[src/rtl/monostable_clk_gen_pkg.sv]
// ---------------------------------------------------------------------------
// monostable_clk_pkg
//
// Purpose:
//   Shared constants and helpers for the single-shot step clock generator
//   (monostable_clk_gen) and its push-button debouncer (push_debouncer).
//
// Contents:
//   MONO_PULSE_CYCLES_DEF    - default output pulse width in sys_clk cycles
//   MONO_DEBOUNCE_CYCLES_DEF - default number of stable cycles needed to
//                              accept a new button level
//   monoCntWidth()           - bit width needed for a counter that must hold
//                              values 0..maxValue
//
// Build option:
//   MONOSTABLE_CLK_DEBOUNCE_EN - when defined, push_debouncer contains the
//                                debounce counter; when undefined the
//                                synchronized button level is used directly.
// ---------------------------------------------------------------------------
package monostable_clk_pkg;

  localparam int MONO_PULSE_CYCLES_DEF    = 4;
  localparam int MONO_DEBOUNCE_CYCLES_DEF = 4;

  // Returns the number of bits needed to represent 0..maxValue.
  // A zero or negative range still yields a 1-bit counter so that
  // degenerate parameter values never produce a zero-width vector.
  function automatic int monoCntWidth(input int maxValue);
    if (maxValue < 1) begin
      return 1;
    end
    return $clog2(maxValue + 1);
  endfunction

endpackage : monostable_clk_pkg

[src/rtl/monostable_clk_gen_if.sv]
// ---------------------------------------------------------------------------
// monostable_clk_gen_if
//
// Purpose:
//   Bundles the front-panel step button and the generated step clock into
//   one connection between the panel side and the clock generator. The
//   system clock and reset are deliberately kept outside the interface and
//   travel as plain ports.
//
// Signals:
//   push - raw step button level, active high, asynchronous, may bounce
//   clk  - single clean step pulse, active high, driven from a flop
//
// Modports:
//   master - front panel / testbench side: drives push, observes clk
//   slave  - clock generator side: observes push, drives clk
// ---------------------------------------------------------------------------
interface monostable_clk_gen_if;

  logic push;
  logic clk;

  modport master (
    output push,
    input  clk
  );

  modport slave (
    input  push,
    output clk
  );

endinterface : monostable_clk_gen_if

[src/rtl/monostable_clk_gen_debouncer.sv]
// ---------------------------------------------------------------------------
// push_debouncer
//
// Purpose:
//   Brings the raw, bouncing step button into the sys_clk domain and turns
//   it into a clean level (db_level) that only changes after the new level
//   has been stable for DEBOUNCE_CYCLES consecutive cycles.
//
// Parameters:
//   DEBOUNCE_CYCLES - stable cycles required before db_level follows the
//                     synchronized button (>= 1). Only meaningful when the
//                     debounce stage is built.
//
// Ports:
//   sys_clk  (in)  - system clock, all state on its rising edge
//   rst_n    (in)  - asynchronous active-low reset
//   push     (in)  - raw button level, asynchronous, active high
//   db_level (out) - debounced (or merely synchronized) button level
//
// Build option:
//   MONOSTABLE_CLK_DEBOUNCE_EN defined   -> counter-based debounce present,
//                                           db_level changes DEBOUNCE_CYCLES
//                                           edges after push_sync changes.
//   MONOSTABLE_CLK_DEBOUNCE_EN undefined -> db_level is push_sync directly.
// ---------------------------------------------------------------------------
module push_debouncer
  import monostable_clk_pkg::*;
#(
  parameter int DEBOUNCE_CYCLES = MONO_DEBOUNCE_CYCLES_DEF
) (
  input  logic sys_clk,
  input  logic rst_n,
  input  logic push,
  output logic db_level
);

  logic r_pushCapture;
  logic r_syncMeta;
  logic r_syncOut;
  logic w_pushSync;

  // The pad level is captured on the edge that first sees it (edge 0) and
  // then passes through a two-flop synchronizer, so the synchronized level
  // becomes visible after edge 2. The capture flop may go metastable, which
  // is why its output is never used for anything but the next stage.
  always_ff @(posedge sys_clk or negedge rst_n) begin
    if (!rst_n) begin
      r_pushCapture <= 1'b0;
      r_syncMeta    <= 1'b0;
      r_syncOut     <= 1'b0;
    end else begin
      r_pushCapture <= push;
      r_syncMeta    <= r_pushCapture;
      r_syncOut     <= r_syncMeta;
    end
  end

  assign w_pushSync = r_syncOut;

`ifdef MONOSTABLE_CLK_DEBOUNCE_EN

  // Counter only needs to reach DEBOUNCE_CYCLES-1; the transfer happens on
  // the edge where it sits at that value and the levels still disagree.
  localparam int            DB_CNT_W    = monoCntWidth(DEBOUNCE_CYCLES - 1);
  localparam logic [DB_CNT_W-1:0] DB_CNT_LAST = DB_CNT_W'(DEBOUNCE_CYCLES - 1);

  logic [DB_CNT_W-1:0] r_dbCount;
  logic                r_dbLevel;

  // Debounce: any cycle where the synchronized button agrees with the
  // accepted level restarts the count, so only an uninterrupted run of
  // DEBOUNCE_CYCLES disagreeing samples moves db_level. With
  // DEBOUNCE_CYCLES = 1 the last value is 0 and a single disagreeing
  // sample is accepted on the following edge.
  always_ff @(posedge sys_clk or negedge rst_n) begin
    if (!rst_n) begin
      r_dbCount <= '0;
      r_dbLevel <= 1'b0;
    end else if (w_pushSync == r_dbLevel) begin
      r_dbCount <= '0;
    end else if (r_dbCount == DB_CNT_LAST) begin
      r_dbLevel <= w_pushSync;
      r_dbCount <= '0;
    end else begin
      r_dbCount <= r_dbCount + 1'b1;
    end
  end

  assign db_level = r_dbLevel;

`else

  // No debounce stage: every clean transition of the synchronized button
  // is passed straight through to the edge detector.
  assign db_level = w_pushSync;

`endif

endmodule : push_debouncer

[src/rtl/monostable_clk_gen.sv]
// ---------------------------------------------------------------------------
// monostable_clk_gen
//
// Purpose:
//   Manual-step clock source for the 8-bit computer: the synchronous
//   equivalent of a 555 monostable. Each accepted press of the front-panel
//   step button produces exactly one clean high pulse of PULSE_CYCLES
//   sys_clk cycles on clk, regardless of bounce or how long the button is
//   held. The output feeds the clock-select mux in front of the CPU.
//
// Parameters:
//   PULSE_CYCLES    - output pulse width in sys_clk cycles (>= 1)
//   DEBOUNCE_CYCLES - stable cycles required to accept a new button level
//                     (>= 1); ignored when the debounce stage is not built
//
// Ports:
//   sys_clk (in)       - system clock, all state on its rising edge
//   rst_n   (in)       - asynchronous active-low reset; aborts any pulse
//   mono    (slave)    - monostable_clk_gen_if:
//                          mono.push (in)  raw step button
//                          mono.clk  (out) registered step pulse
//
// Build option:
//   MONOSTABLE_CLK_DEBOUNCE_EN - passed down to push_debouncer. Defined:
//   press-to-pulse latency is DEBOUNCE_CYCLES+3 edges. Undefined: 3 edges.
// ---------------------------------------------------------------------------
module monostable_clk_gen
  import monostable_clk_pkg::*;
#(
  parameter int PULSE_CYCLES    = MONO_PULSE_CYCLES_DEF,
  parameter int DEBOUNCE_CYCLES = MONO_DEBOUNCE_CYCLES_DEF
) (
  input  logic                 sys_clk,
  input  logic                 rst_n,
  monostable_clk_gen_if.slave  mono
);

  localparam int               PULSE_CNT_W = monoCntWidth(PULSE_CYCLES);
  localparam logic [PULSE_CNT_W-1:0] PULSE_LOAD  = PULSE_CNT_W'(PULSE_CYCLES);
  localparam logic [PULSE_CNT_W-1:0] PULSE_LAST  = PULSE_CNT_W'(1);

  logic                   w_dbLevel;
  logic                   r_dbPrev;
  logic                   w_dbRise;
  logic [PULSE_CNT_W-1:0] r_pulseCount;
  logic                   r_clkOut;

  push_debouncer #(
    .DEBOUNCE_CYCLES (DEBOUNCE_CYCLES)
  ) u_pushDebouncer (
    .sys_clk  (sys_clk),
    .rst_n    (rst_n),
    .push     (mono.push),
    .db_level (w_dbLevel)
  );

  // Edge detect: remember last cycle's debounced level so a press is seen
  // as a single-cycle rise. Holding the button keeps db_level high and
  // therefore produces no further rises until it has been released.
  always_ff @(posedge sys_clk or negedge rst_n) begin
    if (!rst_n) begin
      r_dbPrev <= 1'b0;
    end else begin
      r_dbPrev <= w_dbLevel;
    end
  end

  assign w_dbRise = w_dbLevel & ~r_dbPrev;

  // Pulse generator: a rise seen while idle loads the width and raises
  // clk on the same edge. While the pulse runs the counter only counts
  // down, so rises arriving mid-pulse are dropped rather than queued.
  // clk is cleared on the edge that takes the counter from 1 to 0, which
  // keeps it high for exactly PULSE_CYCLES edges. clk comes straight from
  // a flop so the CPU never sees a combinational glitch.
  always_ff @(posedge sys_clk or negedge rst_n) begin
    if (!rst_n) begin
      r_pulseCount <= '0;
      r_clkOut     <= 1'b0;
    end else if (r_clkOut) begin
      r_pulseCount <= r_pulseCount - 1'b1;
      if (r_pulseCount == PULSE_LAST) begin
        r_clkOut <= 1'b0;
      end
    end else if (w_dbRise) begin
      r_pulseCount <= PULSE_LOAD;
      r_clkOut     <= 1'b1;
    end
  end

  assign mono.clk = r_clkOut;

endmodule : monostable_clk_gen

[src/flat_wrapper.sv]
// flat-port wrapper written by rule: the top's interface ports become plain ports
module monostable_clk_gen_flat import monostable_clk_pkg::*;
#(
  parameter int PULSE_CYCLES    = MONO_PULSE_CYCLES_DEF,
  parameter int DEBOUNCE_CYCLES = MONO_DEBOUNCE_CYCLES_DEF
)
  (sys_clk, rst_n, mono_push, mono_clk);
  monostable_clk_gen_if mono_i ();
  input  logic sys_clk;
  input  logic rst_n;
  input wire logic [$bits(mono_i.push)-1:0] mono_push;
  output wire logic [$bits(mono_i.clk)-1:0] mono_clk;
  assign mono_i.push = mono_push;
  assign mono_clk = mono_i.clk;
  monostable_clk_gen #(.PULSE_CYCLES(PULSE_CYCLES), .DEBOUNCE_CYCLES(DEBOUNCE_CYCLES)) u_core (.sys_clk(sys_clk), .rst_n(rst_n), .mono(mono_i));
endmodule
[config.mk]
export PLATFORM = sky130hd
export DESIGN_NAME = monostable_clk_gen_flat
export DESIGN_NICKNAME = d
export VERILOG_FILES = /design/src/rtl/monostable_clk_gen_pkg.sv /design/src/rtl/monostable_clk_gen_if.sv /design/src/rtl/monostable_clk_gen_debouncer.sv /design/src/rtl/monostable_clk_gen.sv /design/src/flat_wrapper.sv
export SDC_FILE = /design/constraint.sdc
export NUM_CORES = 1
export LEC_CHECK = 0
export ABC_AREA = 1
export CELL_PAD_IN_SITES_DETAIL_PLACEMENT = 2
export CELL_PAD_IN_SITES_GLOBAL_PLACEMENT = 2
export CORE_AREA = 5 5 42 44
export DETAILED_ROUTE_END_ITERATION = 8
export DIE_AREA = 0 0 47 49
export GPL_TIMING_DRIVEN = 0
export HOLD_SLACK_MARGIN = 0.05
export PLACE_DENSITY = 0.62
export SYNTH_ARGS = -nofsm -noshare
export SYNTH_HDL_FRONTEND = slang
export SYNTH_SLANG_ARGS = --single-unit
[constraint.sdc]
create_clock -name sys_clk -period 2.25 [get_ports sys_clk]
set_clock_uncertainty 0.15 [all_clocks]
set_input_delay 0.45 -clock sys_clk [delete_from_list [all_inputs] [get_ports sys_clk]]
set_output_delay 0.45 -clock sys_clk [all_outputs]
set_load 0.005 [all_outputs]
== After elaboration in Yosys (flattened, before gate mapping) ==
Cells that the tools add are included.

* Eq/ne operators: 1
* Bitwise operators: 2
* $add $sub $neg: 1
* Reductions and logical operators: 1
* Mux-type cells: 5

{| class="wikitable"
|+ Operator list
! kind !! count
|-
| two-way mux 3 bit || 2
|-
| == test 3 x 1 -> 1 bit, second input constant || 1
|-
| two-way mux 1 bit || 3
|-
| subtractor 3 x 1 -> 3 bit, second input constant || 1
|-
| nonzero test 2 bit || 1
|-
| AND 1 bit || 1
|-
| inverter 1 bit || 1
|}

* Logic and storage cells: 16
* Output and inout bits: 1
* Input port bits: 3
* Flip-flop bits (word level): 8

== Longest topological paths before layout ==
Gate-level depths: netlist (run 1).

* Depth after elaboration: 4
* Mapped depth: 5
* Mapped depth without buffers: 5

== Cells and area by module ==
Synthesis (run 1) repeated with hierarchy kept, for this count alone.

* Cells, all modules: 30
* Area total of the unflattened synthesis: 309.0 um^2

{| class="wikitable"
|+ Modules (own cells, without submodules)
! module !! sequential area each (um^2) !! area an instance (um^2) !! instances !! cells each
|-
| monostable_clk_gen || 125.1 || 234.0 || 1 || 27
|-
| push_debouncer || 75.1 || 75.1 || 1 || 3
|}

== Worst setup path before layout (run 1) ==
Ideal clock, no wire load.

* Kind: register to register
* Start: register u_core.r_pulseCount[0]
* End: register u_core.r_pulseCount[1]
* Setup slack: 1,110 ps
* Data arrival time: 925 ps
* Buffers on the path: 0
* Cell stages (with the launch flop): 5
* Period minus slack after synthesis: 1,140 ps
* Library setup time: 65 ps
* Required time: 2,035 ps
* Cell sequence: dfrtp_1 inv_1 ha_1 or2_0 nand2_1

* Longest elaborated chain between the ends: 2

{| class="wikitable"
|+ RTL lines
! what !! RTL line !! RTL
|-
| start: declaration || monostable_clk_gen.sv:45 || <nowiki>logic [PULSE_CNT_W-1:0] r_pulseCount;</nowiki>
|-
| start signal: assignment || monostable_clk_gen.sv:81 || <nowiki>r_pulseCount <= r_pulseCount - 1'b1;</nowiki>
|-
| subtractor 3 x 1 -> 3 bit || monostable_clk_gen.sv:81 ||
|-
| two-way mux 3 bit || monostable_clk_gen.sv:80 || <nowiki>end else if (r_clkOut) begin</nowiki>
|}

No other way between the ends.
A chain may end at the register's enable or synchronous reset.

== Worst setup path in the final report (run 1) ==
* Start: register u_core.r_clkOut (netlist: u_core.mono.clk)
* End: output mono_clk

{| class="wikitable"
|+ RTL lines
! what !! RTL line !! RTL
|-
| start: declaration || monostable_clk_gen.sv:46 || <nowiki>logic r_clkOut;</nowiki>
|-
| start signal: assignment || monostable_clk_gen.sv:79 || <nowiki>r_clkOut <= 1'b0;</nowiki>
|-
| start signal: assignment || monostable_clk_gen.sv:83 || <nowiki>r_clkOut <= 1'b0;</nowiki>
|-
| start signal: assignment || monostable_clk_gen.sv:87 || <nowiki>r_clkOut <= 1'b1;</nowiki>
|-
| end: declaration || flat_wrapper.sv:12 || <nowiki>output wire logic [$bits(mono_i.clk)-1:0] mono_clk;</nowiki>
|}

No word-level cell between the ends.

==> results.cfg, run 1 <==
[critical_path]
end_kind = primary output
slowest_stage = clkdlybuf4s50_1
worst_ep_required_time_ns = 1.65
crit_fanout = 6
cp.arrival_ns = 1.25
r2r-end = u_core.r_pulseCount[1]
reg2regPathDepth = 4
crit_type = reg2out
cp-start-kind = register
rrSetupSlack_ns = 1.04
r2r_start = u_core.r_pulseCount[0]
crit_buf_inv = 1
slowest_delay_ns = 0.54
path_cells = clkdlybuf4s50_1
cp_top_family = buffers and inverters

[power_and_ir_drop]
clkPwrFrac = 0.229
p_int_w = 0.000317
p_switching_w = 0.000165
pwr-share-comb = 0.312
power_w = 0.000481
leakage_nw = 0.196
switching_share = 0.342
powerDensity_nw_per_um2 = 1260
power_frac_seq = 0.460
vdd_drop_max_mv = 0.346

[timing]
hold_viol_final = 0
rsz0062_at_grt = false
finalSetupViolations = 0
min_period_ns = 1.85
fin_crit_sh = 0.824
fin_setup_tns_ns = 0
slew_headroom = 0.768
tightest_slew_ns = 0.347
fmax_ghz = 0.539
slew_viol_final = 0

[cells_and_area]
diodes = 0
drive_above_1_share = 0.111
multi_input_area_um2 = 90.1
layout_common_cells = 9 x nand2_1, 8 x dfrtp_1, 5 x nand3_1, 4 x inv_1
area_growth_pct = 23.5
layout.nets = 43
fill_cells = 166
fin_util = 0.272
area.sequential_um2 = 200
final_common_cell = nand2_1

[min_path]
holdPathEnd = u_core.u_pushDebouncer.db_level
min_from = u_core.u_pushDebouncer.r_syncMeta
hold-path-cell-count = 0
hold_path_class = reg2reg

[global_routing]
overflow = 0
grt_pass1_vias = 262
grt_start_max_net_pins = 9
grt_first_pass_wirelength_um = 1190
grtUsageTotal = 0.0826
antenna_found_initial = 0

[yosys]
synth.area.top_cells = dfrtp_1 65%, nand2_1 11%, ha_1 8.1%
postSynthCellCount = 30
synth_top_area_frac = 0.648
ys_types = 7
yosysWarnings = 0
ys_seq_area_frac = 0.648
avgSynthCellArea_um2 = 10.3
synth_largest_area_cell = dfrtp_1
ys_ff_latch = 8
netlist_area_um2 = 309
synth_fp_nets = 35

[floorplanning]
die_w_um = 47
floorplan.die_area_um2 = 2300
core_um2 = 1400
io_pins = 4
initial_core_util = 0.221
placementRows = 14
die_y_um = 49

[cts]
clk-insertion-delay-late_ns = 0.26
cts_buffers = 3
cts_sinks = 8
htreeDepth = 1
cts_hold_buf = 0
clock-root-buffer = clkbuf_4
cts_tree = done
path_clk_slew_ns = 0.06
cts_buffer_depth = 2
cts_setup_buffers = 0
cts_resized = 0

[drt]
drt_iter0_markers = 0
vias_per_cell = 4.29
ant_nets = 0
drt_wl_total_um = 616
wl_per_cell_um = 11.8
drt_pass1_iterations = 1
vias = 223
drc_errors = 0

[run_status]
status = complete, no violations

[place]
port_buffers = 3
gp_congestion = 0.660

[run]
max_cap_viol_count = 0
## registers in the layout, summed over array words and instances, names as in the netlist
register,cells
u_core.u_pushDebouncer.r_syncMeta,1
u_core.mono.clk,1
u_core.r_pulseCount,3
u_core.u_pushDebouncer.db_level,1
u_core.r_dbPrev,1
u_core.u_pushDebouncer.r_pushCapture,1
## cells by family (layout without fill, tap and decap cells)
kind of cell	Yosys count	count (layout)	share of synthesized area
buf+inv	5	11	0.0607
fa+ha+maj	2	2	0.0810
flops	8	8	0.648
simple gates	15	15	0.211
## per-stage QoR
step	instance area, um^2	hold slack, ns	worst slack, ns	cells
CTS	382	0.191	0.376	52
global route	382	0.228	0.324	52
floorplan	309	0.00441	1.11	30
global placement	359	0.191	0.685	49
detailed placement	359	0.187	0.668	49
finish	382	0.187	0.396	52
## cells in the mapped netlist, drive strengths merged
master  n
nand2   9
dfrtp   8
inv     5
nand3   5
ha      2
or2     1
## power groups by stage
stage	combinational (W)	sequential (W)	clock (W)
2_1_floorplan	0.0000997	0.000215	0
3_3_place_gp	0.000144	0.000221	0
3_5_place_dp	0.000158	0.000225	0
4_1_cts	0.000159	0.000223	0.000117
5_1_grt	0.000180	0.000229	0.000133
6_report	0.000150	0.000221	0.000110
## final cells by class
type                    count  share of cell area
flip-flops and latches      8               0.525
multi-input cells          17               0.236
repair buffers              3              0.0787
clock buffers               3              0.0590
well taps                  16              0.0525
inverters                   5              0.0492
## routing by layer
metal / track usage / part of all wire
met5: 0 / 0
met4: 0.0691 / 0.041
met3: 0.0664 / 0.075
met2: 0.113 / 0.52
met1: 0.0750 / 0.36
## worst max-delay path by stage
| stage | from | end | slack, ns | cells past startpoint |
|---|---|---|---|---|
| after detailed placement | u_core.mono.clk | mono_clk | 0.67 | 1 |
| final | u_core.mono.clk | mono_clk | 0.40 | 1 |
| after floorplan | u_core.r_pulseCount[0] | u_core.r_pulseCount[1] | 1.11 | 4 |
| after global routing | u_core.mono.clk | mono_clk | 0.32 | 1 |
| after global placement | u_core.mono.clk | mono_clk | 0.69 | 1 |
| after CTS | u_core.mono.clk | mono_clk | 0.38 | 1 |
Power figures use the tool's default switching activity.
==> run 2: changes to the inputs <==
==> constraint.sdc (replaced) <==
create_clock -name sys_clk -period 1.8 [get_ports sys_clk]
set_clock_uncertainty 0.15 [all_clocks]
set_input_delay 0.36 -clock sys_clk [delete_from_list [all_inputs] [get_ports sys_clk]]
set_output_delay 0.36 -clock sys_clk [all_outputs]
set_load 0.005 [all_outputs]
==> results.cfg, run 2 (same netlist as run 1, synthesis figures left out) <==
[drt]
wirelength_met1_um = 224
drt_pass1_iterations = 1
wl_met3_um = 46
ant_nets = 0
vias_per_cell = 4.38
drt_wl_total_um = 616
drt_iter0_markers = 0
wl_per_cell_um = 11.8
wl_met2_um = 319
routed.top_layer = met4
vias = 228
drc_errors = 0

[global_routing]
overflow = 0
grtUsageTotal = 0.0826
grt_start_max_net_pins = 9
grt_pass1_vias = 262
antenna_found_initial = 0
grt_first_pass_wirelength_um = 1190

[power_and_ir_drop]
leakage_nw = 0.195
powerDensity_nw_per_um2 = 1580
power_w = 0.000604
vdd_drop_max_mv = 0.433

[min_path]
min_from = u_core.u_pushDebouncer.r_syncMeta
holdPathEnd = u_core.u_pushDebouncer.db_level
hold-path-cell-count = 0
hold_path_class = reg2reg

[critical_path]
reg2regPathDepth = 4
slowest_stage = clkdlybuf4s50_1
crit_fanout = 6
crit_buf_inv = 1
path_cells = clkdlybuf4s50_1
r2r_start = u_core.r_pulseCount[0]
cp.arrival_ns = 1.19
slowest_delay_ns = 0.52
cp-startpoint = u_core.mono.clk
crit_type = reg2out
end_kind = primary output
cp_top_family = buffers and inverters
worst_ep_required_time_ns = 1.29
rrSetupSlack_ns = 0.59
cp-start-kind = register
r2r-end = u_core.r_pulseCount[1]

[timing]
slew_headroom = 0.770
fin_crit_sh = 0.947
fin_setup_tns_ns = 0
fmax_ghz = 0.587
min_period_ns = 1.70
rsz0062_at_grt = false
tightest_slew_ns = 0.344
finalSetupViolations = 0
slew_viol_final = 0
hold_viol_final = 0

[cells_and_area]
drive_above_1_share = 0.139
largest_reg_flops = 3
diodes = 0
fill_cells = 165
fin_util = 0.273
layout.nets = 43
area_growth_pct = 23.9
top_register = u_core.r_pulseCount
final_common_cell = nand2_1
layout_common_cells = 9 x nand2_1, 7 x dfrtp_1, 5 x nand3_1, 4 x inv_1

[floorplanning]
placementRows = 14
floorplan.die_area_um2 = 2300
die_y_um = 49
core_um2 = 1400
initial_core_util = 0.221
die_w_um = 47
io_pins = 4

[cts]
clock-root-buffer = clkbuf_4
htreeDepth = 1
cts_setup_buffers = 0
cts_tree = done
path_clk_slew_ns = 0.06
cts_buffer_depth = 2
cts_buffers = 3
cts_sinks = 8
clk-insertion-delay-late_ns = 0.26

[run_status]
status = complete, no violations

[place]
port_buffers = 3
gp_congestion = 0.660

[run]
max_cap_viol_count = 0
-- run 2: cell types whose count changed in the layout (fill, tap and decap cells not counted) --
cell,change
dfrtp_1,-1
dfrtp_2,+1
-- run 2: how the worst max path moves through the flow --
| stage | to | slack [ns] | cells past startpoint |
|---|---|---|---|
| 2_1_floorplan | u_core.r_pulseCount[1] | 0.66 | 4 |
| 3_3_place_gp | mono_clk | 0.33 | 1 |
| 3_5_place_dp | mono_clk | 0.31 | 1 |
| 4_1_cts | mono_clk | 0.02 | 1 |
| 5_1_grt | mono_clk | 0.04 | 1 |
| 6_report | mono_clk | 0.1 | 1 |
-- run 2: power breakdown --
| part | switching (W) | leakage (nW) | total (W) | internal, W |
|---|---|---|---|---|
| logic | 0.000100 | 0.0881 | 0.000188 | 0.0000880 |
| registers | 0.0000439 | 0.0929 | 0.000279 | 0.000235 |
| clock network | 0.0000611 | 0.0138 | 0.000137 | 0.0000763 |
-- run 2: what timing repair did --
action | 4_1_cts | 5_1_grt
setup endpoints to repair | 0 | 1
gates resized for setup | 0 | 1
hold buffers | 0 | 0
-- run 2: layout make-up --
| cell class | count | area (um^2) | share of cell area |
|---|---|---|---|
| well taps | 16 | 20.0 | 0.0523 |
| flip-flops and latches | 8 | 201 | 0.526 |
| repair buffers | 3 | 30.0 | 0.0784 |
| inverters | 5 | 18.8 | 0.0490 |
| clock buffers | 3 | 22.5 | 0.0588 |
| multi-input cells | 17 | 90.1 | 0.235 |
-- run 2: per-stage QoR --
step           worst slack [ns]  cell area, um^2  instances  hold slack [ns]
6_report                 0.0954              383         52            0.188
5_1_grt                  0.0383              383         52            0.228
4_1_cts                  0.0158              382         52            0.191
3_5_place_dp              0.308              359         49            0.187
3_3_place_gp              0.325              359         49            0.191
2_1_floorplan             0.660              309         30          -0.0856
-- run 2: routing by layer --
layer  GRT usage  vias up
met5           0        -
met2       0.113        6
met3      0.0664        5
met1      0.0750      113
met4      0.0691        0
li1            -      104
==> run 3: changes to the inputs <==
--- a/config.mk
+++ b/config.mk
@@ -9,11 +9,13 @@
 export CELL_PAD_IN_SITES_DETAIL_PLACEMENT = 2
 export CELL_PAD_IN_SITES_GLOBAL_PLACEMENT = 2
 export CORE_AREA = 5 5 42 44
+export CTS_CLUSTER_DIAMETER = 30
 export DETAILED_ROUTE_END_ITERATION = 8
 export DIE_AREA = 0 0 47 49
 export GPL_TIMING_DRIVEN = 0
 export HOLD_SLACK_MARGIN = 0.05
 export PLACE_DENSITY = 0.62
+export REMOVE_ABC_BUFFERS = 1
 export SYNTH_ARGS = -nofsm -noshare
 export SYNTH_HDL_FRONTEND = slang
 export SYNTH_SLANG_ARGS = --single-unit
==> results of run 3 <==
Same layout as run 2: the final DEF is identical, and so are final timing and power.
